$ cat config.mk
export PLATFORM = sky130hd
export DESIGN_NAME = alu_arbiter
export DESIGN_NICKNAME = d
export VERILOG_FILES = /design/src/rtl/alu_arbiter.sv
export SDC_FILE = /design/constraint.sdc
export NUM_CORES = 1
export LEC_CHECK = 0
export CORE_MARGIN = 8
export CORE_UTILIZATION = 43
export CTS_BUF_LIST = sky130_fd_sc_hd__clkbuf_8
export CTS_CLUSTER_DIAMETER = 120
export DETAILED_ROUTE_END_ITERATION = 8
export GPL_TIMING_DRIVEN = 0
export PLACE_DENSITY = 0.83
export SYNTH_ARGS = -nofsm -noshare
export SYNTH_HDL_FRONTEND = slang
export SYNTH_SLANG_ARGS = --single-unit
$ cat constraint.sdc
create_clock -name clk -period 5.07 [get_ports clk]
set_input_delay 0.7605 -clock clk [delete_from_list [all_inputs] [get_ports clk]]
set_output_delay 0.7605 -clock clk [all_outputs]
set_load 0.01 [all_outputs]
$ cat src/rtl/alu_arbiter.sv
// Two-requester sequencer in front of a shared combinational mini_alu.
// One operation in flight: IDLE (arbitrate) -> EXEC (ALU evaluates) -> RESP (hold response).
module alu_arbiter #(
    parameter int DATA_W = 32,
    parameter int OP_W   = 4
) (
    input  logic              clk,
    input  logic              reset,
    input  logic              req0_valid,
    output logic              req0_ready,
    input  logic [DATA_W-1:0] req0_a,
    input  logic [DATA_W-1:0] req0_b,
    input  logic [OP_W-1:0]   req0_opcode,
    input  logic              req0_use_carry,
    input  logic              req0_set_cc,
    input  logic              req1_valid,
    output logic              req1_ready,
    input  logic [DATA_W-1:0] req1_a,
    input  logic [DATA_W-1:0] req1_b,
    input  logic [OP_W-1:0]   req1_opcode,
    input  logic              req1_use_carry,
    input  logic              req1_set_cc,
    output logic [DATA_W-1:0] alu_a,
    output logic [DATA_W-1:0] alu_b,
    output logic [OP_W-1:0]   alu_opcode,
    output logic              alu_cin,
    input  logic [DATA_W-1:0] alu_y,
    input  logic [3:0]        alu_flags,
    output logic              rsp_valid,
    input  logic              rsp_ready,
    output logic              rsp_id,
    output logic [DATA_W-1:0] rsp_y,
    output logic [3:0]        rsp_flags,
    output logic [3:0]        icc,
    output logic              busy
);

    typedef enum logic [1:0] {S_IDLE, S_EXEC, S_RESP} state_t;

    typedef struct packed {
        logic [DATA_W-1:0] a;
        logic [DATA_W-1:0] b;
        logic [OP_W-1:0]   op;
        logic              use_carry;
        logic              set_cc;
    } req_t;

    state_t            r_state, w_next;
    req_t              r_opr;
    logic              r_id;
    logic              r_last_grant;
    logic [DATA_W-1:0] r_rsp_y;
    logic [3:0]        r_rsp_flags;
    logic              r_rsp_id;
    logic [3:0]        r_icc;

    req_t              w_req0, w_req1;
    logic              w_gnt0, w_gnt1, w_accept;

    assign w_req0 = '{a: req0_a, b: req0_b, op: req0_opcode,
                      use_carry: req0_use_carry, set_cc: req0_set_cc};
    assign w_req1 = '{a: req1_a, b: req1_b, op: req1_opcode,
                      use_carry: req1_use_carry, set_cc: req1_set_cc};

    // On contention, the requester not granted last time wins.
    assign w_gnt0   = req0_valid && (!req1_valid || r_last_grant);
    assign w_gnt1   = req1_valid && (!req0_valid || !r_last_grant);
    assign w_accept = (r_state == S_IDLE) && (w_gnt0 || w_gnt1);

    always_ff @(posedge clk or posedge reset) begin
        if (reset) r_state <= S_IDLE;
        else       r_state <= w_next;
    end

    always_comb begin
        w_next     = r_state;
        req0_ready = 1'b0;
        req1_ready = 1'b0;
        rsp_valid  = 1'b0;
        busy       = 1'b1;
        case (r_state)
            S_IDLE: begin
                busy       = 1'b0;
                req0_ready = w_gnt0;
                req1_ready = w_gnt1;
                if (w_gnt0 || w_gnt1) w_next = S_EXEC;
            end
            S_EXEC: w_next = S_RESP;
            S_RESP: begin
                rsp_valid = 1'b1;
                if (rsp_ready) w_next = S_IDLE;
            end
            default: w_next = S_IDLE;
        endcase
    end

    always_ff @(posedge clk or posedge reset) begin
        if (reset) begin
            r_opr        <= '0;
            r_id         <= 1'b0;
            r_last_grant <= 1'b1;
            r_rsp_y      <= '0;
            r_rsp_flags  <= '0;
            r_rsp_id     <= 1'b0;
            r_icc        <= '0;
        end else begin
            if (w_accept) begin
                r_opr        <= w_gnt1 ? w_req1 : w_req0;
                r_id         <= w_gnt1;
                r_last_grant <= w_gnt1;
            end
            if (r_state == S_EXEC) begin
                r_rsp_y     <= alu_y;
                r_rsp_flags <= alu_flags;
                r_rsp_id    <= r_id;
                if (r_opr.set_cc) r_icc <= alu_flags;
            end
        end
    end

    // Carry-in reads icc as it stood before this operation's own update.
    assign alu_a      = r_opr.a;
    assign alu_b      = r_opr.b;
    assign alu_opcode = r_opr.op;
    assign alu_cin    = r_opr.use_carry & r_icc[0];

    assign rsp_id    = r_rsp_id;
    assign rsp_y     = r_rsp_y;
    assign rsp_flags = r_rsp_flags;
    assign icc       = r_icc;

endmodule

==> flow_metrics.tcl <==
set metrics [dict create \
    p_total_mw 5.81 \
    multi_input_area_mm2 0.00264 \
    gr-total-overflow 0 \
    synth_flop_cell "dfrtp_1" \
    cts_made_buffers 17 \
    synth_top_area_share_pct 45.5 \
    route.antenna.remaining_nets 0 \
    reg2reg_slack_ps 3310 \
    cp.arrival_ps 2630 \
    totalWireLength_um 17100 \
    sw_frac_of_total_pct 30.7 \
    drtIter0Drc 131 \
    synth-edff-count 0 \
    worst-path-max-fanout 10 \
    die_w_um 137 \
    cp.required_ps 4310 \
    yosys_warnings 0 \
    max-slew-margin-rel_pct 53.9 \
    synth_top_family_by_area "multiplexers" \
    vias_per_cell 4.60 \
    synth_area_leaders "dfrtp_1 (45%), mux2_4 (33%), buf_4 (9.0%), mux2_2 (7.7%), buf_12 (2.2%)" \
    p_clk_share_pct 15.1 \
    critPathKind "in -> out" \
    met2_length_um 8660 \
    crit_family "buffers and inverters" \
    powerDensity_mw_per_mm2 588 \
    path_cells "clkdlybuf4s50_1, a21bo_1, buf_6, buf_12, nor3_1, clkdlybuf4s50_1" \
    antenna_found_initial 0 \
    hold_end "rsp_y[28]" \
    place_hpwl_um 13700 \
    wl_per_cell_um 18.8 \
    yosysSeqAreaShare_pct 45.9 \
    clk_latency_ps 430 \
    netlist_instances 401 \
    synthAdderAreaFrac_pct 0 \
    dr.max_layer_used "met4" \
    p_comb_share_pct 56.1 \
    synth_top_area_cell "dfrtp_1" \
    rows 44 \
    hp-class "reg -> reg" \
    final.period_utilization_pct 66.9 \
    met3_length_um 1770 \
    syn_area_mm2 0.00627 \
    h-tree-depth 4 \
    ys_ff_latch 115 \
    slowest_delay_ps 610 \
    fmax_mhz 295 \
    drv_cap 0 \
    antenna_cells 0 \
    grt_pass1_wl_um 26000 \
    place_congestion 0.808 \
    synth_compound_area_share_pct 0.618 \
    async_reset_ff_share_pct 100 \
    synthTopCellsByCount "mux2_4 (138), dfrtp_1 (114), buf_4 (75), mux2_2 (43), buf_12 (7)" \
    final_util_pct 68.8 \
    fin_skew_ps 15.9 \
    r2r_end "alu_a[31]" \
    layout-drive-gt1-share_pct 41.8 \
    start_util_pct 43.7 \
    cp-end-kind "output port" \
    cts_root_buf "clkbuf_8" \
    muxShareOfSynthArea_pct 40.7 \
    min_period_ps 3390 \
    dieArea_mm2 0.0187 \
    met1_length_um 6460 \
    setup-violations-final 0 \
    worst_pin_slew_ps 692 \
    die_h_um 137 \
    io_buffers 294 \
    postCtsSetupRepairBufs 0 \
    vias 4191 \
    area_delta_synth_final_pct 57.6 \
    clk_pin_slew_ps 80 \
    io_pins 295 \
    instances_no_fill 912 \
    pre_cts_slack_ps 1670 \
    avgSynthCellArea_um2 15.6 \
    hold_start "rsp_y[28]" \
    p_leak_nw 4.52 \
    cts_resized 0 \
    final-hold-violation-count 0 \
    power.switching_mw 1.78 \
    grt_pass1_vias 4730 \
    final-seq-area_mm2 0.00288 \
    synth-simple-area-share_pct 0.778 \
    synthMostInstantiatedCell "mux2_4" \
    crit_buf_inv 4 \
    fin_ws_ps 1680 \
    seqPwrFrac_pct 28.8 \
    outcome "finished, final reports clean" \
    reg2regPathDepth 5 \
    nFillCells 984 \
    rsz0062_at_grt "no" \
    clock_path_buffers 2 \
    clkSinkCount 115 \
    cp_slowest_cell "clkdlybuf4s50_1" \
    r2r_start "r_last_grant" \
    netlist-cell-type-count 21 \
    grt_use_total_pct 18.1 \
    slew_viol_final 0 \
    cts_tree "done" \
    fin_nets 896 \
    postSynthNetCount 582 \
    worstSetupStartpointType "input pin" \
    drc_errors 0 \
    peakVddDrop_v 0.000302 \
    p_int_mw 4.03 \
    crit_top_cell "clkdlybuf4s50_1" \
    holdPathStages 1 \
    drtPass1Iterations 4 \
    synth_xor_area_share_pct 0 \
    dp_cells 880 \
    cts_hold_buf 0 \
    core_mm2 0.0144 \
    grt_max_degree 64 \
]
==> stage by stage <==
step / hold slack (ps) / TNS, ps / cell area [µm²]
after floorplan: 446 / 0 / 6270
after global placement: 462 / -30660 / 9450
after detailed placement: 492 / 0 / 9480
after CTS: 510 / 0 / 9880
after global routing: 515 / 0 / 9880
final: 508 / 0 / 9880
==> layer usage <==
metal / up-vias / GRT usage (%)
met2: 197 / 31.6
met4: 0 / 5.97
li1: 1957 / -
met5: - / 0
met1: 2015 / 19.5
met3: 22 / 7.38
==> registers in the layout, indices dropped and copies added, names as in the netlist, 2 cells and up <==
| signal | cells |
|---|---|
| icc | 4 |
| r_state | 2 |
| r_opr | 2 |
| rsp_y | 32 |
| alu_a | 32 |
| alu_opcode | 4 |
| rsp_flags | 4 |
| alu_b | 32 |
==> power by group through the flow <==
stage / registers (mW) / clock network, mW / logic, mW
finish: 1.67 / 0.878 / 3.26
global route: 1.73 / 0.948 / 3.45
CTS: 1.68 / 0.903 / 3.31
detailed placement: 1.68 / 0 / 3.30
global placement: 1.66 / 0 / 3.24
floorplan: 1.70 / 0 / 1.87
==> layout by cell type (no fill, tap or decap) <==
cell type,count
a21o_1,1
buf_4,75
a21bo_1,1
nor2_1,2
inv_6,4
nor3_1,1
clkinv_2,1
o21ai_0,1
clkbuf_8,17
and2_1,1
inv_1,2
buf_16,1
bufinv_16,2
clkinvlp_4,1
dfrtp_1,114
dfstp_2,1
nand2b_1,2
nand2_1,1
o21a_1,1
clkinv_4,5
inv_8,2
buf_6,1
mux2_4,138
clkdlybuf4s50_1,294
a22o_1,1
nor2b_1,1
buf_12,7
mux2_2,43
inv_4,1
nand3b_1,1
buf_2,5
==> worst max-delay path by stage <==
stage / startpoint / end / slack (ps) / depth (start not counted)
floorplan: reset / alu_a[0] / 1270 / 1
global placement: reset / rsp_y[20] / -280 / 2
detailed placement: req1_valid / req1_ready / 1670 / 6
CTS: req1_valid / req1_ready / 1660 / 6
global route: req1_valid / req1_ready / 1570 / 6
finish: req1_valid / req1_ready / 1680 / 6
==> kinds of logic after synthesis <==
family                 after synthesis
muxes                              181
DFF                                115
buffers and inverters               91
and+or+nand+nor                      9
AOI/OAI and AO/OA                    5
==> cell type report <==
| cell class | instances | share of cell area (%) |
|---|---|---|
| buffer | 88 | 7.48 |
| timing repair buffer | 295 | 30.1 |
| clock inverter | 15 | 1.76 |
| tap | 184 | 2.33 |
| sequential | 115 | 29.1 |
| clock buffer | 17 | 2.37 |
| multi-input combinational | 195 | 26.7 |
| inverter | 3 | 0.139 |
(Power assumes the default switching activity.)
